### src/rtl/mips_ctrl_pkg.sv
`default_nettype none
// ============================================================================
// Module      : mips_ctrl_pkg
// Description : Shared constants for the multicycle MIPS main control unit:
//               ALU codes, opcodes, functs and FSM state encodings.
// Revision    : 1.0 - initial release
// ============================================================================
package mips_ctrl_pkg;

    localparam logic [2:0] ALU_AND = 3'b000;
    localparam logic [2:0] ALU_OR  = 3'b001;
    localparam logic [2:0] ALU_ADD = 3'b010;
    localparam logic [2:0] ALU_SUB = 3'b110;
    localparam logic [2:0] ALU_SLT = 3'b111;

    localparam logic [5:0] OP_RTYPE = 6'b000000;
    localparam logic [5:0] OP_J     = 6'b000010;
    localparam logic [5:0] OP_BEQ   = 6'b000100;
    localparam logic [5:0] OP_ADDI  = 6'b001000;
    localparam logic [5:0] OP_SLTI  = 6'b001010;
    localparam logic [5:0] OP_LW    = 6'b100011;
    localparam logic [5:0] OP_SW    = 6'b101011;

    localparam logic [5:0] FN_ADD = 6'b100000;
    localparam logic [5:0] FN_SUB = 6'b100010;
    localparam logic [5:0] FN_AND = 6'b100100;
    localparam logic [5:0] FN_OR  = 6'b100101;
    localparam logic [5:0] FN_SLT = 6'b101010;

    localparam logic [3:0] FETCH   = 4'd0;
    localparam logic [3:0] DECODE  = 4'd1;
    localparam logic [3:0] MEMADR  = 4'd2;
    localparam logic [3:0] MEMRD   = 4'd3;
    localparam logic [3:0] MEMWB   = 4'd4;
    localparam logic [3:0] MEMWR   = 4'd5;
    localparam logic [3:0] RTYPEEX = 4'd6;
    localparam logic [3:0] ALUWB   = 4'd7;
    localparam logic [3:0] BEQEX   = 4'd8;
    localparam logic [3:0] JEX     = 4'd9;
    localparam logic [3:0] IMMEX   = 4'd10;
    localparam logic [3:0] IMMWB   = 4'd11;

endpackage
`default_nettype wire

### src/rtl/mips_main_ctrl_alu_dec.sv
`default_nettype none
// ============================================================================
// Module      : mips_alu_dec
// Description : R-type funct to 3-bit ALU operation decode with valid flag.
// Revision    : 1.0 - initial release
// ============================================================================
module mips_alu_dec
    import mips_ctrl_pkg::*;
(
    input  logic [5:0] funct,
    output logic [2:0] alu_ctl,
    output logic       valid
);

    always_comb begin
        alu_ctl = ALU_ADD;
        valid   = 1'b1;
        case (funct)
            FN_ADD:  alu_ctl = ALU_ADD;
            FN_SUB:  alu_ctl = ALU_SUB;
            FN_AND:  alu_ctl = ALU_AND;
            FN_OR:   alu_ctl = ALU_OR;
            FN_SLT:  alu_ctl = ALU_SLT;
            default: valid   = 1'b0;
        endcase
    end

endmodule
`default_nettype wire

### src/rtl/mips_main_ctrl.sv
`default_nettype none
// ============================================================================
// Module      : mips_main_ctrl
// Description : Multicycle MIPS main control FSM driving all datapath selects,
//               enables and the ALU operation code. Build macro
//               MIPS_CTRL_IMM_EN adds addi/slti support (IMMEX/IMMWB).
// Revision    : 1.0 - initial release
// ============================================================================
module mips_main_ctrl
    import mips_ctrl_pkg::*;
#(
    parameter int USE_MEM_READY = 1,
    parameter int STATE_W       = 4
) (
    input  logic       clk,
    input  logic       reset,
    input  logic [5:0] opcode,
    input  logic [5:0] funct,
    input  logic       mem_ready,
    output logic       pc_write,
    output logic       branch,
    output logic       i_or_d,
    output logic       mem_write,
    output logic       ir_write,
    output logic       reg_dst,
    output logic       mem_to_reg,
    output logic       reg_write,
    output logic       alu_src_a,
    output logic [1:0] alu_src_b,
    output logic [1:0] pc_src,
    output logic [2:0] alu_ctl,
    output logic       illegal_op,
    output logic       instr_done
);

    logic [STATE_W-1:0] r_state;
    logic [STATE_W-1:0] w_next_state;
    logic               w_ready;
    logic [2:0]         w_rtype_alu_ctl;
    logic               w_funct_valid;
    logic               w_op_legal;

    assign w_ready = (USE_MEM_READY != 0) ? mem_ready : 1'b1;

    mips_alu_dec u_alu_dec (
        .funct   (funct),
        .alu_ctl (w_rtype_alu_ctl),
        .valid   (w_funct_valid)
    );

    always_comb begin
        case (opcode)
            OP_LW, OP_SW, OP_RTYPE, OP_BEQ, OP_J: w_op_legal = 1'b1;
`ifdef MIPS_CTRL_IMM_EN
            OP_ADDI, OP_SLTI:                     w_op_legal = 1'b1;
`endif
            default:                              w_op_legal = 1'b0;
        endcase
    end

    always_ff @(posedge clk) begin
        if (reset) r_state <= STATE_W'(FETCH);
        else       r_state <= w_next_state;
    end

    always_comb begin
        w_next_state = STATE_W'(FETCH);
        case (r_state)
            STATE_W'(FETCH):   w_next_state = w_ready ? STATE_W'(DECODE) : STATE_W'(FETCH);
            STATE_W'(DECODE): begin
                case (opcode)
                    OP_LW, OP_SW: w_next_state = STATE_W'(MEMADR);
                    OP_RTYPE:     w_next_state = STATE_W'(RTYPEEX);
                    OP_BEQ:       w_next_state = STATE_W'(BEQEX);
                    OP_J:         w_next_state = STATE_W'(JEX);
`ifdef MIPS_CTRL_IMM_EN
                    OP_ADDI, OP_SLTI: w_next_state = STATE_W'(IMMEX);
`endif
                    default:      w_next_state = STATE_W'(FETCH);
                endcase
            end
            STATE_W'(MEMADR):  w_next_state = (opcode == OP_LW) ? STATE_W'(MEMRD) : STATE_W'(MEMWR);
            STATE_W'(MEMRD):   w_next_state = w_ready ? STATE_W'(MEMWB) : STATE_W'(MEMRD);
            STATE_W'(MEMWR):   w_next_state = w_ready ? STATE_W'(FETCH) : STATE_W'(MEMWR);
            STATE_W'(RTYPEEX): w_next_state = w_funct_valid ? STATE_W'(ALUWB) : STATE_W'(FETCH);
`ifdef MIPS_CTRL_IMM_EN
            STATE_W'(IMMEX):   w_next_state = STATE_W'(IMMWB);
`endif
            default:           w_next_state = STATE_W'(FETCH);
        endcase
    end

    always_comb begin
        pc_write   = 1'b0;
        branch     = 1'b0;
        i_or_d     = 1'b0;
        mem_write  = 1'b0;
        ir_write   = 1'b0;
        reg_dst    = 1'b0;
        mem_to_reg = 1'b0;
        reg_write  = 1'b0;
        alu_src_a  = 1'b0;
        alu_src_b  = 2'b00;
        pc_src     = 2'b00;
        alu_ctl    = ALU_ADD;
        illegal_op = 1'b0;
        instr_done = 1'b0;
        case (r_state)
            STATE_W'(FETCH): begin
                alu_src_b = 2'b01;
                ir_write  = w_ready;
                pc_write  = w_ready;
            end
            STATE_W'(DECODE): begin
                alu_src_b  = 2'b11;
                illegal_op = ~w_op_legal;
            end
            STATE_W'(MEMADR): begin
                alu_src_a = 1'b1;
                alu_src_b = 2'b10;
            end
            STATE_W'(MEMRD): i_or_d = 1'b1;
            STATE_W'(MEMWB): begin
                mem_to_reg = 1'b1;
                reg_write  = 1'b1;
                instr_done = 1'b1;
            end
            STATE_W'(MEMWR): begin
                i_or_d     = 1'b1;
                mem_write  = 1'b1;
                instr_done = w_ready;
            end
            STATE_W'(RTYPEEX): begin
                alu_src_a  = 1'b1;
                alu_ctl    = w_rtype_alu_ctl;
                illegal_op = ~w_funct_valid;
            end
            STATE_W'(ALUWB): begin
                reg_dst    = 1'b1;
                reg_write  = 1'b1;
                instr_done = 1'b1;
            end
            STATE_W'(BEQEX): begin
                alu_src_a  = 1'b1;
                alu_ctl    = ALU_SUB;
                branch     = 1'b1;
                pc_src     = 2'b01;
                instr_done = 1'b1;
            end
            STATE_W'(JEX): begin
                pc_write   = 1'b1;
                pc_src     = 2'b10;
                instr_done = 1'b1;
            end
`ifdef MIPS_CTRL_IMM_EN
            STATE_W'(IMMEX): begin
                alu_src_a = 1'b1;
                alu_src_b = 2'b10;
                alu_ctl   = (opcode == OP_SLTI) ? ALU_SLT : ALU_ADD;
            end
            STATE_W'(IMMWB): begin
                reg_write  = 1'b1;
                instr_done = 1'b1;
            end
`endif
            default: ;
        endcase
        // Reset overrides the state decode so nothing writes during reset.
        if (reset) begin
            pc_write   = 1'b0;
            branch     = 1'b0;
            i_or_d     = 1'b0;
            mem_write  = 1'b0;
            ir_write   = 1'b0;
            reg_dst    = 1'b0;
            mem_to_reg = 1'b0;
            reg_write  = 1'b0;
            alu_src_a  = 1'b0;
            alu_src_b  = 2'b00;
            pc_src     = 2'b00;
            alu_ctl    = ALU_ADD;
            illegal_op = 1'b0;
            instr_done = 1'b0;
        end
    end

endmodule
`default_nettype wire

### config.mk
export PLATFORM = sky130hd
export DESIGN_NAME = mips_main_ctrl
export DESIGN_NICKNAME = d
export VERILOG_FILES = /design/src/rtl/mips_ctrl_pkg.sv /design/src/rtl/mips_main_ctrl_alu_dec.sv /design/src/rtl/mips_main_ctrl.sv
export SDC_FILE = /design/constraint.sdc
export NUM_CORES = 1
export LEC_CHECK = 0
export CAP_MARGIN = 20
export CORE_MARGIN = 2
export CORE_UTILIZATION = 38
export DETAILED_ROUTE_END_ITERATION = 10
export GPL_TIMING_DRIVEN = 0
export PLACE_DENSITY_LB_ADDON = 0.2
export RECOVER_POWER = 25
export SYNTH_ARGS = -nofsm -noshare
export SYNTH_HDL_FRONTEND = slang
export SYNTH_SLANG_ARGS = --single-unit
### constraint.sdc
create_clock -name clk -period 2.05 [get_ports clk]
set_clock_uncertainty 0.1 [all_clocks]
set_input_delay 0.41 -clock clk [delete_from_list [all_inputs] [get_ports clk]]
set_output_delay 0.41 -clock clk [all_outputs]
set_load 0.05 [all_outputs]
* Yosys cells after proc, flatten, opt, wreduce, memory -nomap -nowiden
Cells that the tools add are included.
** Storage, ports and cells
- Register bits :: 4
- Input bits :: 15
- Output and inout bits :: 18
- Word-level logic and storage cells :: 68
** Cells by class
- Eq/ne operators :: 18
- Muxes and demuxes :: 38
- Bitwise operators :: 2
- Reduce and logical (&&, ||, !) cells :: 9
** Operators by type and width (number)
- $eq A6 B6 Y1 const B :: 7
- $pmux W4 S6 :: 1
- $mux W1 :: 22
- $eq A4 B3 Y1 const B :: 4
- $pmux W4 S4 :: 1
- $mux W3 :: 5
- $pmux W3 S4 :: 1
- $reduce_or A5 Y1 :: 2
- $eq A4 B2 Y1 const B :: 2
- $eq A4 B4 Y1 const B :: 2
- $eq A6 B2 Y1 const B :: 1
- $eq A6 B3 Y1 const B :: 1
- $logic_not A6 Y1 :: 1
- $pmux W1 S2 :: 3
- $pmux W2 S3 :: 1
- $pmux W3 S2 :: 1
- $reduce_or A2 Y1 :: 3
- $eq A4 B1 Y1 const B :: 1
- $logic_not A4 Y1 :: 1
- $mux W2 :: 2
- $pmux W2 S2 :: 1
- $reduce_or A4 Y1 :: 1
- $reduce_or A3 Y1 :: 1
- $not A1 Y1 :: 2

* Logic depth before layout (Yosys ltp)
Gate-level depths: netlist (run 1).
- Depth after elaboration :: 6
- Gate-level depth with buffers :: 5
- Mapped depth without buffers :: 4

* Hierarchy
A second synthesis (run 1) with hierarchy kept.
** Unflattened totals
- Cells, all modules :: 85
- Area, all modules :: 644.4 um^2
** Modules (own cells, without submodules)
- mips_main_ctrl :: times used 1, cells an instance 76, area an instance 558.0 um^2, seq. area each 80.1 um^2
- mips_alu_dec :: times used 1, cells an instance 9, area an instance 86.3 um^2, seq. area each 0.0 um^2

* Least setup slack after synthesis (run 1)
OpenSTA, ideal clock, no wires.
- Kind :: register to output
- Start :: register r_state[1]
- End :: output alu_src_b[0]
- Data arrival time :: 2.068 ns
- Required time :: 1.540 ns
- Setup slack :: -0.528 ns
- Stages on the path, launching flop included :: 3
- Buffers on the path :: 1
- Path through :: dfxtp_1 > buf_2 > nor4_1
** On the way
- Word-level cells in the longest chain between the ends :: 3
- Elaborated cells on any way between the ends :: 5
- Those cells by class :: eq/ne (2); mux (2); reduce/logical (1)
** RTL lines
- start, declared :: RTL line mips_main_ctrl.sv:36 : logic [STATE_W-1:0] r_state;
- start signal, assigned :: RTL line mips_main_ctrl.sv:62 : if (reset) r_state <= STATE_W'(FETCH);
- start signal, assigned :: RTL line mips_main_ctrl.sv:63 : else r_state <= w_next_state;
- $eq A4 B2 Y1 (tied with other cells) :: RTL line mips_main_ctrl.sv:108 : case (r_state)
- $pmux W2 S3 (*) :: RTL line mips_main_ctrl.sv:108
- $mux W2 (*) :: RTL line mips_main_ctrl.sv:169 : if (reset) begin
- end, declared :: RTL line mips_main_ctrl.sv:29 : output logic [1:0] alu_src_b,
Every way passes the cells marked *; elsewhere a longest branch is shown, timed or not.

* Worst setup path after layout (run 1)
- Start :: register r_state[3]
- End :: output alu_ctl[1]
** On the way
- Word-level cells in the longest chain between the ends :: 3
- Elaborated cells on any way between the ends :: 4
- Those cells by class :: eq/ne (2); mux (2)
** RTL lines
- $eq A4 B4 Y1 / $eq A4 B3 Y1 (equally long branches) :: RTL line mips_main_ctrl.sv:108
- $pmux W3 S2 (*) :: RTL line mips_main_ctrl.sv:108
- $mux W3 (*) :: RTL line mips_main_ctrl.sv:169
- end, declared :: RTL line mips_main_ctrl.sv:31 : output logic [2:0] alu_ctl,
Marked as above.

==> parameters.txt, run 1 <==
Parameter                              Value

Yosys
  Number of warning messages in the yosys log ... 0
  Synthesized net count ... between 90 and 100
  Most used standard cell by instance count after synthesis ... sky130_fd_sc_hd__nor3_1
  Number of flops mapped to enable cells by yosys ... 0
  Synth area leaders ... sky130_fd_sc_hd__dfxtp_1, sky130_fd_sc_hd__nor3_1, sky130_fd_sc_hd__clkbuf_8, sky130_fd_sc_hd__nor2_1, sky130_fd_sc_hd__nor2b_1
  Area share of the leading cell type in the synthesized netlist ... 0.131
  Top FF cell, synth ... sky130_fd_sc_hd__dfxtp_1
  Yosys reg bits ... 4
  Commonest cells in the netlist ... sky130_fd_sc_hd__nor3_1, sky130_fd_sc_hd__nor2_1, sky130_fd_sc_hd__dfxtp_1, sky130_fd_sc_hd__nand2_1, sky130_fd_sc_hd__nor2b_1
  Mean area per synthesized cell ... between 7 and 8 sq um
  Post-synthesis cell area ... a little over 600 sq um
  Distinct cell type count of the synthesized netlist ... 47
  Synth Instances ... 81
  Largest area contributor in the synthesized netlist ... sky130_fd_sc_hd__dfxtp_1
  Register area share after synthesis ... 0.131
  Proportion of register bits with asynchronous set or reset after synthesis ... 0

Die
  Starting utilization of the core area ... 0.405
  Die boundary width ... around 44 um
  Core region area ... approximately 1500 sq um
  Std-Cell Rows ... 14
  Die ar. ... approximately 2000 sq um
  Die extent in y ... between 40 and 50 um
  Io pins ... 33

Timing
  Final Critical Period ... between 2 and 2.5 ns
  Final slew viol count ... 0
  Max-slew headroom at the worst pin ... 0.674
  Fraction of the cycle the final worst path needs ... 1.03
  Fmax ... between 400 and 500 MHz
  Final Hold Slack ... around 0.53 ns
  Final Hold Violating Endpoints ... 0
  Count of final setup violators ... 2
  RSZ-0062 raised after global routing ... true
  Slew at the pin with the worst max-slew slack ... roughly 0.48 ns
  Crit path setup slack, layout ... -0.0609 ns

Worst setup path
  Data arrival at the endpoint of the critical path ... between 1.5 and 2 ns
  Kind of start point of the critical path ... flip-flop
  Start-to-end type of the worst setup path ... flip-flop to output port
  Critical Path End Type ... output port
  Data required time at the worst endpoint ... ~1.5 ns
  Maximum fanout along the worst path ... 6

Clock network
  Worst-skew pair later-pin latency ... 0.23 ns
  Clock input transition at the sequential cells of the worst setup and hold paths ... 0.03 ns
  Clock tree from TritonCTS ... built
  Buffer depth of the longest clock path ... 2
  H-Tree Level Count ... 1
  Num Clock Sinks ... 4
  Clock buffers created by TritonCTS ... 3
  Clock root buffer ... sky130_fd_sc_hd__clkbuf_4

Min path
  Min-delay worst type ... input port to flip-flop

Global routing
  Most Crowded Layer GR ... met2
  Total GRT Usage ... 0.217
  GR Util met2 ... 0.374
  Overflow left after global routing ... 0
  Met3 GRT Util ... 0.0327
  Largest net degree at the start of global routing ... 11
  Initial antenna violation count ... 0
  Wire length of the first global-routing pass ... approximately 3200 um
  Grt met1 use ... 0.277
  Vias in the first global route ... about 760

Power
  Total power density per cell area ... approximately 260 nW/um^2
  Net switching power ... 105 uW
  Power share of the sequential group ... 0.265
  Switching part of the total ... 0.347
  Leakage component of the power ... 0.516 nW
  Proportion of power drawn by combinational gates ... 0.418
  VDD IR-drop max ... ~0.32 mV
  Internal power contribution ... 198 uW
  Clock Power Share ... 0.317

Status
  Violations in the final reports ... setup timing
  Run status ... finished, violations left

Final layout
  Final standard cell count with taps included and fillers excluded ... approximately 140
  Flip-flop count of the largest register, all copies and words added ... 4
  Largest Register ... r_state
  Layout cells sized above 1 ... 0.594
  Final #Nets ... approximately 150
  Largest registers ... r_state x4
  Share of the core filled with cells in the final layout ... 0.765
  N_diodes ... 0
  Area Growth Syn to Fin ... 88.7%

Drt
  Count of unresolved DRC violations after routing ... 0
  1st-iter DRT viols ... 13
  Vias after detailed routing ... 810
  Antenna viol nets, final ... 0
  TritonRoute pass-1 iters ... 4
  Vias/cell ... 5.63
  Final Routed Wirelength ... 2100 um
  Detail-routed net length per standard cell ... approximately 15 um

Placed design
  Post-detail-place hpwl ... 1410 um
  Worst slack at placement ... -1.13 ns
  GP Congestion ... 0.878
  Total placed cells including tap cells ... approximately 130
  # port buffers ... 32

Run
  Number of max-cap violations ... 0
-- repair_timing --
item	CTS	global route
cloned	0	0
gates resized for setup	118	26
pin swaps	7	6
hold buffers	0	0
endpoints found under the hold margin	0	0
setup endpoints to repair	18	12
buffers inserted	9	4
-- power groups by stage --
stage          combinational [mW]  sequential [mW]  clock [mW]
6_report                    0.127           0.0803      0.0962
5_1_grt                     0.135           0.0806       0.109
4_1_cts                     0.124           0.0803      0.0999
3_5_place_dp                0.119           0.0824           0
3_3_place_gp                0.117           0.0825           0
2_1_floorplan              0.0645           0.0822           0
-- kinds of logic (layout without fill, tap and decap cells) --
family	after synthesis	after routing	share of synthesized area
compound gates	16	16	0.199
xor+xnor	2	2	0.0287
buf+inv	6	53	0.0779
flops	4	4	0.131
mux	2	2	0.0328
simple gates	51	51	0.531
-- layout by cell type (no fill, tap or decap), types with 2 or more instances in the layout --
cell type and count:
sky130_fd_sc_hd__clkbuf_4 6, sky130_fd_sc_hd__buf_2 5, sky130_fd_sc_hd__o21ai_0 2, sky130_fd_sc_hd__nor2b_1 3, sky130_fd_sc_hd__o31a_1 2, sky130_fd_sc_hd__buf_4 16, sky130_fd_sc_hd__buf_6 3, sky130_fd_sc_hd__nor3b_1 2
sky130_fd_sc_hd__nor2_1 5, sky130_fd_sc_hd__dlygate4sd2_1 5, sky130_fd_sc_hd__inv_1 2, sky130_fd_sc_hd__a21oi_1 2, sky130_fd_sc_hd__nor3_1 5, sky130_fd_sc_hd__dfxtp_2 3, sky130_fd_sc_hd__and3_1 2, sky130_fd_sc_hd__nor3_4 2
sky130_fd_sc_hd__nor3_2 3, sky130_fd_sc_hd__mux2i_1 2, sky130_fd_sc_hd__nand2_1 4, sky130_fd_sc_hd__nor2_4 2, sky130_fd_sc_hd__clkbuf_8 2, sky130_fd_sc_hd__or4_4 2, sky130_fd_sc_hd__buf_8 2, sky130_fd_sc_hd__clkbuf_2 6
sky130_fd_sc_hd__nor4_2 2, sky130_fd_sc_hd__clkdlybuf4s15_2 2, sky130_fd_sc_hd__dlymetal6s2s_1 3
-- worst paths after layout --
| path | endpoint | slack, ns | cells after the start | start |
|---|---|---|---|---|
| hold / removal | r_state[3] | 0.53 | 4 | reset |
| hold reg to reg | r_state[3] | 0.59 | 3 | r_state[1] |
| setup reg to reg | r_state[0] | 0.45 | 5 | r_state[3] |
| setup / recovery | alu_ctl[1] | -0.06 | 5 | r_state[3] |
-- per-stage QoR --
step	cell area (sq um)	power, mW	TNS (ns)
after global placement	1010	0.200	-13.85
after detailed placement	1010	0.201	-14.30
final	1150	0.303	-0.105
after global routing	1150	0.325	-0.288
after floorplan	674	0.147	-0.208
after CTS	1140	0.305	-0.210
-- layer usage --
metal	share of wire	wire, um	up-vias
met3	0.042	89	5
met5	0	0	-
met4	0.014	30	0
met2	0.52	1100	25
met1	0.42	878	374
li1	-	-	406
-- cell type report --
class	count	area, sq um
Fill cell	114	354
Multi-Input combinational cell	71	612
Tap cell	16	20.0
Buffer	4	46.3
Inverter	2	7.51
Clock buffer	3	22.5
Sequential cell	4	87.6
Timing Repair Buffer	44	357
-- worst max-delay path: stages, from the launching register on --
cell and delay, ns:
sky130_fd_sc_hd__dfxtp_4 0.35, sky130_fd_sc_hd__nor2_4 0.11, sky130_fd_sc_hd__and2_4 0.17, sky130_fd_sc_hd__nand3_4 0.07, sky130_fd_sc_hd__or4b_4 0.50, sky130_fd_sc_hd__buf_8 0.17
Power figures use the tool's default switching activity.
==> run 2, diff against run 1 <==
--- a/config.mk
+++ b/config.mk
@@ -5,7 +5,6 @@
 export SDC_FILE = /design/constraint.sdc
 export NUM_CORES = 1
 export LEC_CHECK = 0
-export CAP_MARGIN = 20
 export CORE_MARGIN = 2
 export CORE_UTILIZATION = 38
 export DETAILED_ROUTE_END_ITERATION = 10
==> constraint.sdc (replaced) <==
create_clock -name clk -period 2.05 [get_ports clk]
set_clock_uncertainty 0.1 [all_clocks]
set_input_delay 0.205 -clock clk [delete_from_list [all_inputs] [get_ports clk]]
set_output_delay 0.205 -clock clk [all_outputs]
set_load 0.05 [all_outputs]
==> parameters.txt, run 2 (synthesis results as in run 1) <==
Parameter                              Value

Worst setup path
  Data arrival at the endpoint of the critical path ... 1.75 ns (+0.15 ns)
  Worst path cell trace ... clkdlybuf4s50_1, or4_4, o32ai_1, o22ai_1, buf_4
  Start-to-end type of the worst setup path ... input port to output port
  Launch point of the worst reg-to-reg path ... r_state[1]
  Data required time at the worst endpoint ... 1.75 ns (+0.21 ns)
  Crit path max-delay family ... buffers and inverters
  Slack of the worst reg-to-reg path ... 0.57 ns (+0.12 ns)
  Number of cells traversed by the worst register-to-register path ... 4 (-1)
  Critical Path End Type ... output port
  Critical path's largest stage delay ... 0.57 ns (+0.07 ns)
  Buffering stage count on the worst path with inverters included ... 2 (+1)
  CP max-delay cell ... sky130_fd_sc_hd__or4_4
  Endpoint of the worst-slack reg-to-reg timing path ... r_state[2]
  Maximum fanout along the worst path ... 4 (-2)
  Kind of start point of the critical path ... input port

Power
  VDD IR-drop max ... 0.331 mV (+3.0%)
  Leakage component of the power ... 0.423 nW (-18%)
  Total power density per cell area ... 297 nW/um^2 (+13%)

Drt
  Final Routed Wirelength ... 1730 um (-17%)
  Detail-routed net length per standard cell ... 13.1 um (-9.8%)
  Antenna viol nets, final ... 0 (unchanged)
  1st-iter DRT viols ... 13 (unchanged)
  Vias/cell ... 5.80 (+3.0%)
  Count of unresolved DRC violations after routing ... 0 (unchanged)
  Vias after detailed routing ... 765 (-5.6%)
  TritonRoute pass-1 iters ... 4 (unchanged)

Run
  Number of max-cap violations ... 0 (unchanged)

Clock network
  Num Clock Sinks ... 4 (unchanged)
  Clock input transition at the sequential cells of the worst setup and hold paths ... 0.04 ns (about the same)
  Clock tree from TritonCTS ... built
  Clock buffers created by TritonCTS ... 3 (unchanged)
  Clock root buffer ... sky130_fd_sc_hd__clkbuf_4
  Number of buffers inserted by post-CTS setup repair ... 0 (-9)
  Worst-skew pair later-pin latency ... 0.23 ns (about the same)
  H-Tree Level Count ... 1 (unchanged)
  Buffer depth of the longest clock path ... 2 (unchanged)
  Hold_buf cts ... 0 (unchanged)

Min path
  Worst hold path startpoint ... opcode[5]
  Min-delay worst type ... input port to flip-flop
  Worst Hold End ... r_state[3]
  Hold Crit Depth ... 3 (-1)

Final layout
  Largest registers ... r_state x4
  Commonest non-fill, non-tap cells in the layout ... sky130_fd_sc_hd__clkdlybuf4s50_1, sky130_fd_sc_hd__nor2_1, sky130_fd_sc_hd__nor3_1
  Final #Nets ... 133 (-8.3%)
  Layout cells sized above 1 ... 0.328 (-0.266)
  Flip-flop count of the largest register, all copies and words added ... 4 (unchanged)
  Final Instance Area ... 967 sq um (-16%)
  Leading cell type in the layout, fill and taps excluded ... sky130_fd_sc_hd__clkdlybuf4s50_1
  Largest Register ... r_state
  N_diodes ... 0 (unchanged)
  Area Growth Syn to Fin ... 58.4%

Placed design
  Total cell area at the placement stage ... 962 sq um (-5.2%)
  Post-detail-place hpwl ... 1350 um (-4.2%)
  # port buffers ... 32 (unchanged)
  GP Congestion ... 0.819 (-6.7%)

Timing
  Slew at the pin with the worst max-slew slack ... 0.609 ns (+0.132 ns)
  Count of final setup violators ... 1 (-1)
  RSZ-0062 raised after global routing ... true
  Final Hold Slack ... 0.317 ns (-0.214 ns)
  Final Hold Violating Endpoints ... 0 (unchanged)
  Fmax ... 488 MHz (+2.9%)
  Max-slew headroom at the worst pin ... 0.596 (-0.0780)
  Final Critical Period ... 2.05 ns (-0.0599 ns)
  Final slew viol count ... 0 (unchanged)
  Crit path setup slack, layout ... -0.00104 ns (+0.0599 ns)
  Fraction of the cycle the final worst path needs ... 1.00 (-0.0292)

Global routing
  Wire length of the first global-routing pass ... 2820 um (-13%)
  Initial antenna violation count ... 0 (unchanged)
  Largest net degree at the start of global routing ... 11 (unchanged)
  Vias in the first global route ... 684 (-9.5%)
  Total GRT Usage ... 0.188 (-0.0292)
  Overflow left after global routing ... 0 (unchanged)

Die
  Core region area ... 1510 sq um (unchanged)
  Die extent in y ... 44.1 um (unchanged)
  Std-Cell Rows ... 14 (unchanged)
  Die boundary width ... 44.1 um (unchanged)
  Io pins ... 33 (unchanged)
  Die ar. ... 1940 sq um (unchanged)
  Starting utilization of the core area ... 0.405 (unchanged)

Status
  Run status ... finished, violations left
  Violations in the final reports ... setup timing
[run 2: where the power goes]
part           switching (mW)  internal (mW)  total [mW]
sequential            0.00162         0.0798      0.0815
combinational          0.0621         0.0520       0.114
clock                  0.0268         0.0651      0.0919
[run 2: how the worst max path moves through the flow]
stage / slack (ns) / startpoint / cells after the start / end
finish: -0.001 / opcode[3] / 5 / illegal_op
global route: -0.08 / r_state[3] / 5 / alu_ctl[1]
global placement: -0.64 / reset / 6 / alu_ctl[1]
floorplan: -0.30 / r_state[3] / 3 / alu_ctl[2]
CTS: -0.15 / reset / 6 / alu_ctl[1]
detailed placement: -0.64 / reset / 6 / alu_ctl[1]
[run 2: cell type report]
class / instances / area (sq um)
clock buffers: 3 / 22.5
plain buffers: 4 / 40.0
well taps: 16 / 20.0
inverters: 2 / 7.51
repair buffers: 32 / 283
multi-input cells: 71 / 513
flip-flops and latches: 4 / 81.3
fillers: 139 / 539
[run 2: timing repair]
action                     4_1_cts  5_1_grt
pin swaps                        0        0
resized for setup               62       15
hold endpoints to repair         0        0
setup endpoints to repair       18       15
[run 2: stage by stage]
| step | setup WS, ns | utilization | total power, mW | instances | TNS [ns] |
|---|---|---|---|---|---|
| floorplan | -0.299 | - | 0.142 | 81 | -0.665 |
| global placement | -0.641 | 0.639 | 0.196 | 129 | -6.06 |
| detailed placement | -0.637 | 0.639 | 0.197 | 129 | -6.26 |
| CTS | -0.150 | 0.644 | 0.294 | 132 | -0.210 |
| global route | -0.0774 | 0.642 | 0.306 | 132 | -0.0774 |
| finish | -0.00104 | 0.642 | 0.287 | 132 | -0.00104 |
[run 2: layer usage]
metal	vias to the layer above	share of wire	track usage
met5	-	0	0
met4	0	0	0.0545
met3	0	0.062	0.0122
met2	31	0.51	0.321
met1	353	0.43	0.255
li1	381	-	-
[run 2: worst reg2reg max path, stage by stage, from the launching register on]
cell	delay (ns)
sky130_fd_sc_hd__dfxtp_1	0.36
sky130_fd_sc_hd__nand2b_1	0.23
sky130_fd_sc_hd__or4_4	0.44
sky130_fd_sc_hd__nor3_1	0.16
sky130_fd_sc_hd__o31a_1	0.13
==> run 3, diff against run 2 <==
--- a/config.mk
+++ b/config.mk
@@ -5,6 +5,7 @@
 export SDC_FILE = /design/constraint.sdc
 export NUM_CORES = 1
 export LEC_CHECK = 0
+export ABC_AREA = 1
 export CORE_MARGIN = 2
 export CORE_UTILIZATION = 38
 export DETAILED_ROUTE_END_ITERATION = 10
==> parameters.txt, run 3 <==
Parameter                              Value

Status
  Run status ... complete, no violations

Worst setup path
  Critical path's largest stage delay ... 0.55 ns (-0.02 ns)
  Launch point of the worst reg-to-reg path ... r_state[1]
  Data required time at the worst endpoint ... 1.75 ns (about the same)
  Start-to-end type of the worst setup path ... input port to output port
  End point of the critical path ... alu_ctl[1]
  Maximum fanout along the worst path ... 5 (+1)
  Slack of the worst reg-to-reg path ... 0.83 ns (+0.26 ns)
  Buffering stage count on the worst path with inverters included ... 3 (+1)
  CP max-delay cell ... sky130_fd_sc_hd__clkdlybuf4s50_1
  Data arrival at the endpoint of the critical path ... 1.66 ns (-0.09 ns)
  Number of logic stages on the critical path including buffering ... 6 (+1)
  Worst path cell trace ... clkdlybuf4s50_1, inv_1, nand2_1, nor2_2, nand4_1, dlygate4sd2_1
  Number of cells traversed by the worst register-to-register path ... 8 (+4)
  Crit path max-delay family ... buffers and inverters
  Kind of start point of the critical path ... input port
  Start point of the critical path ... reset
  Endpoint of the worst-slack reg-to-reg timing path ... r_state[0]
  Critical Path End Type ... output port

Timing
  Max-slew headroom at the worst pin ... 0.678 (+0.0817)
  Count of final setup violators ... 0 (-1)
  Fmax ... 509 MHz (+4.4%)
  Post-route setup TNS ... 0 ns (+0.00104 ns)
  Final Hold Violating Endpoints ... 0 (unchanged)
  Final Critical Period ... 1.96 ns (-0.0868 ns)
  Slew at the pin with the worst max-slew slack ... 0.486 ns (-0.123 ns)
  Fraction of the cycle the final worst path needs ... 0.958 (-0.0423)
  RSZ-0062 raised after global routing ... false
  Final slew viol count ... 0 (unchanged)
  Crit path setup slack, layout ... 0.0857 ns (+0.0868 ns)

Die
  Die ar. ... 1950 sq um (+0.36%)
  Core region area ... 1510 sq um (unchanged)
  Die extent in y ... 44.2 um (+0.18%)
  Die boundary width ... 44.2 um (+0.18%)
  Io pins ... 33 (unchanged)
  Starting utilization of the core area ... 0.407 (+0.00166)
  Std-Cell Rows ... 14 (unchanged)

Placed design
  Post-detail-place hpwl ... 1420 um (+5.3%)
  Worst slack at placement ... -0.407 ns (+0.231 ns)
  GP Congestion ... 0.885 (+8.1%)
  # port buffers ... 32 (unchanged)
  Total placed cells including tap cells ... 167 (+29%)

Yosys
  Synthesized net count ... 134 (+40%)
  Yosys reg bits ... 4 (unchanged)
  Top FF cell, synth ... sky130_fd_sc_hd__dfxtp_1
  Synth area leaders ... sky130_fd_sc_hd__nor2_1, sky130_fd_sc_hd__inv_1, sky130_fd_sc_hd__dfxtp_1, sky130_fd_sc_hd__nand2_1, sky130_fd_sc_hd__nand3_1
  Synth Instances ... 119 (+47%)
  Commonest cells in the netlist ... sky130_fd_sc_hd__nor2_1, sky130_fd_sc_hd__inv_1, sky130_fd_sc_hd__nand2_1
  Number of flops mapped to enable cells by yosys ... 0 (unchanged)
  Most used standard cell by instance count after synthesis ... sky130_fd_sc_hd__nor2_1
  Area share of the leading cell type in the synthesized netlist ... 0.184 (+0.0525)
  Distinct cell type count of the synthesized netlist ... 23 (-51%)
  Proportion of register bits with asynchronous set or reset after synthesis ... 0 (unchanged)
  Mean area per synthesized cell ... 5.15 sq um (-32%)
  Number of warning messages in the yosys log ... 0 (unchanged)
  Register area share after synthesis ... 0.131 (-0.000535)
  Post-synthesis cell area ... 613 sq um (+0.41%)
  Largest area contributor in the synthesized netlist ... sky130_fd_sc_hd__nor2_1

Run
  Number of max-cap violations ... 0 (unchanged)

Clock network
  H-Tree Level Count ... 1 (unchanged)
  Buffer depth of the longest clock path ... 2 (unchanged)
  Num Clock Sinks ... 4 (unchanged)
  Hold_buf cts ... 0 (unchanged)
  Worst-skew pair later-pin latency ... 0.23 ns (about the same)
  Clock buffers created by TritonCTS ... 3 (unchanged)
  Clock tree from TritonCTS ... built
  Clock root buffer ... sky130_fd_sc_hd__clkbuf_4
  Clock input transition at the sequential cells of the worst setup and hold paths ... 0.04 ns (about the same)
  Number of buffers inserted by post-CTS setup repair ... 0 (unchanged)

Final layout
  Combined flip-flop and latch cell area ... 80.1 sq um (-1.5%)
  N_diodes ... 0 (unchanged)
  Largest Register ... r_state
  Layout cells sized above 1 ... 0.156 (-0.172)
  Largest registers ... r_state x4
  Leading cell type in the layout, fill and taps excluded ... sky130_fd_sc_hd__nor2_1
  Commonest non-fill, non-tap cells in the layout ... sky130_fd_sc_hd__nor2_1, sky130_fd_sc_hd__inv_1, sky130_fd_sc_hd__nand2_1
  Flip-flop count of the largest register, all copies and words added ... 4 (unchanged)
  Filler instances ... 163 (+17%)
  Final standard cell count with taps included and fillers excluded ... 170 (+29%)
  Area Growth Syn to Fin ... 51.0%
  Final #Nets ... 171 (+29%)
  Multi-input logic area ... 420 sq um (-18%)

Global routing
  Initial antenna violation count ... 0 (unchanged)
  Total GRT Usage ... 0.186 (-0.00232)
  Largest net degree at the start of global routing ... 11 (unchanged)
  Wire length of the first global-routing pass ... 2740 um (-2.7%)
  Vias in the first global route ... 696 (+1.8%)
  Overflow left after global routing ... 0 (unchanged)

Drt
  TritonRoute pass-1 iters ... 4 (unchanged)
  Vias/cell ... 4.97 (-14%)
  Routed length on met2 ... 817 um (-7.5%)
  1st-iter DRT viols ... 22 (+9)
  Metal3 WL ... 120 um (+12%)
  Vias after detailed routing ... 845 (+10%)
  Wl on met1 ... 746 um (+0.54%)
  Final Routed Wirelength ... 1680 um (-2.9%)
  Count of unresolved DRC violations after routing ... 0 (unchanged)
  Detail-routed net length per standard cell ... 9.90 um (-25%)
  Top layer reached by signal wires ... met3
  Antenna viol nets, final ... 0 (unchanged)

Power
  VDD IR-drop max ... 0.373 mV (+13%)
  Leakage component of the power ... 0.532 nW (+26%)
  Clock Power Share ... 0.339 (+0.019)
  Internal power contribution ... 186 uW (-5.4%)
  Proportion of power drawn by combinational gates ... 0.369 (-0.028)
  Net switching power ... 92.9 uW (+2.7%)
  Total power density per cell area ... 302 nW/um^2 (+1.5%)
  Switching part of the total ... 0.333 (+0.0181)
  Power share of the sequential group ... 0.292 (+0.009)

Min path
  Min-delay worst type ... input port to flip-flop
  Hold Crit Depth ... 4 (+1)
[run 3: power groups by stage]
stage	registers, mW	logic [mW]	clock network, mW
final	0.0815	0.103	0.0947
after floorplan	0.0823	0.0566	0
after detailed placement	0.0826	0.107	0
after global routing	0.0815	0.112	0.113
after CTS	0.0815	0.104	0.0984
after global placement	0.0827	0.105	0
[run 3: worst register-to-register path: stages (launching register included)]
cell	delay (ns)
sky130_fd_sc_hd__dfxtp_1	0.31
sky130_fd_sc_hd__buf_6	0.14
sky130_fd_sc_hd__nor2_1	0.07
sky130_fd_sc_hd__nand3_1	0.15
sky130_fd_sc_hd__nand3_1	0.09
sky130_fd_sc_hd__nor2_1	0.09
sky130_fd_sc_hd__nand3_1	0.09
sky130_fd_sc_hd__nand2_1	0.06
sky130_fd_sc_hd__inv_1	0.03
[run 3: worst min path at each step]
stage | to | from | slack (ns)
3_3_place_gp | r_state[1] | r_state[2] | 0.68
5_1_grt | r_state[0] | reset | 0.66
6_report | r_state[0] | reset | 0.63
3_5_place_dp | r_state[0] | r_state[2] | 0.69
2_1_floorplan | r_state[0] | reset | 0.27
4_1_cts | r_state[0] | reset | 0.62
[run 3: area by class of cell]
| cell class | count | area share |
|---|---|---|
| clock buffers | 3 | 0.0243 |
| well taps | 16 | 0.0216 |
| inverters | 24 | 0.0973 |
| flip-flops and latches | 4 | 0.0865 |
| repair buffers | 32 | 0.291 |
| plain buffers | 3 | 0.0257 |
| multi-input cells | 88 | 0.454 |
[run 3: repair_timing]
action,4_1_cts,5_1_grt
endpoints found under the hold margin,0,0
pin swaps,0,0
resized for setup,27,21
setup endpoints to repair,18,10
gates cloned,0,0
[run 3: per-layer routing]
layer / track usage / up-vias
met3: 0.0694 / 0
met1: 0.220 / 367
li1: - / 445
met2: 0.326 / 33
met4: 0.0242 / 0
met5: 0 / -
[run 3: cells by family after synthesis]
family	Yosys count	synth area share
buf+inv	27	0.184
compound gates	10	0.102
simple gates	78	0.584
flops	4	0.131
[run 3: stage by stage]
| stage | area [sq um] | hold WS [ns] | util | power, mW |
|---|---|---|---|---|
| 5_1_grt | 926 | 0.657 | 0.615 | 0.307 |
| 4_1_cts | 965 | 0.622 | 0.640 | 0.284 |
| 6_report | 926 | 0.627 | 0.615 | 0.279 |
| 3_5_place_dp | 953 | 0.694 | 0.633 | 0.190 |
| 2_1_floorplan | 613 | 0.270 | - | 0.139 |
| 3_3_place_gp | 953 | 0.684 | 0.633 | 0.188 |
==> patch 1 (flow settings as in run 3) <==
Change the parameter `USE_MEM_READY` from 1 to 0.
--- a/src/rtl/mips_main_ctrl.sv
+++ b/src/rtl/mips_main_ctrl.sv
@@ -11,3 +11,3 @@
 #(
-    parameter int USE_MEM_READY = 1,
+    parameter int USE_MEM_READY = 0,
     parameter int STATE_W       = 4
Check against the original RTL: not equivalent (Yosys sat finds a counterexample within 4 cycles, from zero or initial values and one cycle with reset high).
==> patch 1 against run 3 <==
- sequential cell count is the same
- wire length shrank 1.8%
- maximum frequency shrank 0.34%
- worst setup slack lost 0.0067 ns
- final area shrank 3.5%
- utilization shrank 2.2 points
- total power grew 7.3%
- synthesized area shrank 1.4%
- largest cell class unchanged
==> patch 1: results (changes against run 3) <==
| Metric | Value |
|---|---|
| Global-route wire length before repair | `2.84 mm (+3.8%)` |
| DP Area | `935 µm² (-2.0%)` |
| Peak supply drop | `0.288 mV (-23%)` |
| Gr usage total | `18.9% (+0.30 points)` |
| Inst Count DP | `157 (-6.0%)` |
| Net count after synthesis | `125 (-6.7%)` |
| Crit Path Class | `flip-flop to output port` |
| Syn Inst Count | `110 (-7.6%)` |
| Leakage Power | `0.489 nW (-8.1%)` |
| Port Buffers | `31 (-3.1%)` |
| WHS | `0.564 ns (-0.0625 ns)` |
| Post-cts resize count | `25 (-7.4%)` |
| Initial drt markers | `14 (-36%)` |
| Total Wirelength | `1.65 mm (-1.8%)` |
| Commonest cells post-synth | `nand2_1 (25), nor2_1 (19), inv_1 (14), nand3_1 (9), a21oi_1 (6)` |
| Routing usage on met3 | `0% (-6.9 points)` |
| Slowest CP cell | `dlygate4sd2_1` |
| Placer Congestion | `0.885 (about the same)` |
| Hold path start | `r_state[0]` |
| Largest cells by area after synthesis | `nand2_1 (16%), dfxtp_1 (13%), nor2_1 (12%), inv_1 (8.7%), nand3_1 (7.5%)` |
| Synth cell types | `24 (+4.3%)` |
| DP HPWL | `1.37 mm (-3.7%)` |
| Vias | `789 (-6.6%)` |
| Max FO, Critical Path | `8 (+3)` |
| Worst setup path start | `r_state[1]` |
| WL/cell | `10.3 µm (+4.3%)` |
| Cell taking the most area after synthesis | `nand2_1` |
| Status | `finished clean` |
| Worst R2R Setup Slack | `0.82 ns` |
| Met2 Use GR | `35.0% (+2.4 points)` |
| Largest net degree at the start of global routing | `11 (unchanged)` |
| Met1 Track Usage GR | `22.9% (+0.91 points)` |
| Hold Path Class | `flip-flop to flip-flop` |
| Share of post-route cells with drive strength above 1 | `23.6% (+8.0 points)` |
| TritonCTS Buffers | `3 (unchanged)` |
| Tcrit/Tclk final | `96.1% (+0.33 points)` |
| Vias in the first global route | `716 (+2.9%)` |
| Fillers | `159 (-2.5%)` |
| Register area share after synthesis | `13.3% (+0.19 points)` |
| CTS root buffer | `clkbuf_4` |
| Reg2reg start | `r_state[0]` |
| First-pass DRT Iterations | `4 (unchanged)` |
| Place WS | `-0.344 ns (+0.0625 ns)` |
| Slew @ Worst Pin | `0.493 ns (+0.00718 ns)` |
## patch 1: worst min-delay path, cell delays in order (launching register included)
cell and delay (ns):
dfxtp_1 0.36, nand2_1 0.09, nand2_1 0.04, a21oi_1 0.12
## patch 1: layout make-up
type | count | share of cell area [%]
flip-flops and latches | 4 | 8.96
clock buffers | 3 | 2.52
well taps | 16 | 2.24
multi-input cells | 83 | 47.2
repair buffers | 31 | 28.0
plain buffers | 3 | 2.24
inverters | 20 | 8.82
## patch 1: per-stage QoR
step                      TNS (ns)  utilization [%]
after floorplan                  0                -
after global placement       -2.86             62.0
after detailed placement     -3.14             62.0
after CTS                        0             62.6
after global routing             0             59.3
final                            0             59.3
## patch 1: cell families after synthesis
logic type             Yosys count  share of synthesized area, %
AOI/OAI and AO/OA               14                          13.0
buffers and inverters           23                          16.4
DFF                              4                          13.3
and+or+nand+nor                 69                          57.3
## patch 1: layer usage
metal | vias up | wire, µm | share of wire [%]
li1 | 412 | - | -
met1 | 351 | 700 | 42
met2 | 24 | 836 | 51
met3 | 2 | 94 | 5.7
met4 | 0 | 20 | 1.2
met5 | - | 0 | 0
## patch 1: final timing paths
kind / cells after the start / to
worst max-delay path: 5 / branch
worst min-delay path: 3 / r_state[0]
worst max register to register: 6 / r_state[2]
worst min register to register: 3 / r_state[0]
## patch 1: where the power goes
part           internal [W]  leakage (nW)  total (W)  switching [W]
Combinational     0.0000432         0.442   0.000114      0.0000713
Clock             0.0000657        0.0138   0.000102      0.0000360
Sequential        0.0000802        0.0326  0.0000835     0.00000328
Total              0.000189         0.489   0.000300       0.000111
==> patch 2 (config.mk and constraints of run 3) <==
Without the edit above. Make the reset (`reset`) asynchronous in one clocked block.
--- a/src/rtl/mips_main_ctrl.sv
+++ b/src/rtl/mips_main_ctrl.sv
@@ -60,3 +60,3 @@
 
-    always_ff @(posedge clk) begin
+    always_ff @(posedge clk or posedge reset) begin
         if (reset) r_state <= STATE_W'(FETCH);
Check against the original RTL: no difference found for any inputs over 10 cycles, from zero or initial values and one cycle with reset high; that may be too few to reach the edited logic, so the function may still have changed.
==> patch 2 against run 3 <==
- synthesized area decreased by 5.9%
- worst setup slack improved by 0.016 ns
- utilization decreased by 1.3 points
- total power increased by 17%
- worst hold slack got worse by 0.44 ns
- wire length decreased by 6.7%
- sequential cell count unchanged
- final area decreased by 4.3%
- sequential share of layout area increased by 2.7 points
- critical endpoint is now i_or_d
- largest power group unchanged
==> patch 2: results (changes against run 3) <==
| Metric | Value |
|---|---|
| Status | `finished clean` |
| Slowest CP cell | `clkdlybuf4s15_1` |
| Initial drt markers | `10 (-55%)` |
| Vias | `790 (-6.5%)` |
| Slew @ Worst Pin | `0.489 ns (+0.00348 ns)` |
| Top flop regs | `r_state: 4 flops` |
| Antenna violations before repair | `0 (unchanged)` |
| Fillers | `161 (-1.2%)` |
| Largest net degree at the start of global routing | `11 (unchanged)` |
| Net count after synthesis | `120 (-10%)` |
| Top_reg_cell synth | `dfrtp_1` |
| Leakage Power | `0.464 nW (-13%)` |
| Peak supply drop | `0.392 mV (+5.1%)` |
| Share of post-route cells with drive strength above 1 | `22.1% (+6.6 points)` |
| Nets@finish | `157 (-8.2%)` |
| DP HPWL | `1.33 mm (-6.6%)` |
| Placer Congestion | `0.859 (-3.0%)` |
| Register area share after synthesis | `17.4% (+4.3 points)` |
| Arr. time, crit path | `1.64 ns (-0.02 ns)` |
| Synth cell types | `23 (unchanged)` |
| Largest cells by area after synthesis | `dfrtp_1 (17%), nor2_1 (16%), nand3_1 (14%), nand2_1 (10%), inv_1 (9.8%)` |
| Vias in the first global route | `704 (+1.1%)` |
| Inst Count DP | `153 (-8.4%)` |
| Routed vias/inst | `5.06 (+1.9%)` |
| Syn Inst Count | `105 (-12%)` |
| Commonest cells post-synth | `nor2_1 (24), nand2_1 (16), nand3_1 (16), inv_1 (15), a21oi_1 (5)` |
| Global-route wire length before repair | `2.76 mm (+0.77%)` |
| Max FO, Critical Path | `6 (+1)` |
| Diodes inserted | `0 (unchanged)` |
| CTS H-tree depth | `1 (unchanged)` |
| Place WS | `-0.410 ns (-0.00362 ns)` |
| Hold Path Class | `input port to asynchronous set/reset pin` |
| Peak per-stage delay on the critical path | `0.50 ns (-0.05 ns)` |
| Total Wirelength | `1.57 mm (-6.7%)` |
| TritonCTS Buffers | `3 (unchanged)` |
| Gr usage total | `19.2% (+0.58 points)` |
| Reg clk slew, reported paths | `0.04 ns (about the same)` |
| FFs w/ async S/R, synth | `100% (+100 points)` |
| Port Buffers | `32 (unchanged)` |
[patch 2: cells by family after synthesis]
logic type	share of synthesized area [%]
buffers and inverters	13.0
DFF	17.4
AOI/OAI and AO/OA	12.1
and+or+nand+nor	57.5
[patch 2: metrics by stage]
step | cell area (µm²) | hold slack [ns]
after global placement | 923 | 0.456
after global routing | 886 | 0.229
final | 886 | 0.189
after detailed placement | 923 | 0.458
after CTS | 936 | 0.215
after floorplan | 583 | -0.105
[patch 2: what timing repair did]
item / CTS / global route
gates resized for setup: 29 / 27
setup buffers: 0 / 0
setup endpoints to repair: 18 / 13
[patch 2: path summary, 6_finish.rpt]
check | start | endpoint | slack (ns) | cells after the start
max in group asynchronous | reset | r_state[3] | 1.51 | 2
setup / recovery | r_state[1] | i_or_d | 0.10 | 6
hold reg to reg | r_state[3] | r_state[3] | 0.58 | 3
setup reg to reg | r_state[0] | r_state[0] | 0.74 | 7
hold / removal | reset | r_state[1] | 0.19 | 2
min in group clk | r_state[3] | r_state[3] | 0.58 | 3
[patch 2: worst max-delay path: cells and delay by family (launching register included)]
family	cells	cell delay, ns
buffers and inverters	2	0.62
AOI/OAI and AO/OA	1	0.06
DFF	1	0.45
and+or+nand+nor	3	0.29
[patch 2: routing by layer]
metal  vias up  GRT usage [%]  wire length, µm
met1       347           22.7              648
li1        412              -                -
met2        31           36.1              824
met3         0           4.26               97
met4         0           1.82                0
met5         -              0                0
[patch 2: cell type report]
class | count | share of cell area, %
multi-input combinational | 82 | 46.0
timing repair buffer | 32 | 29.2
sequential | 4 | 11.3
inverter | 17 | 7.20
clock buffer | 3 | 2.54
tap | 16 | 2.26
buffer | 2 | 1.41
[patch 2: where the power goes]
group	switching, W	internal, W
sequential	0.00000685	0.0000833
clock	0.0000295	0.0000653
combinational	0.0000924	0.0000499
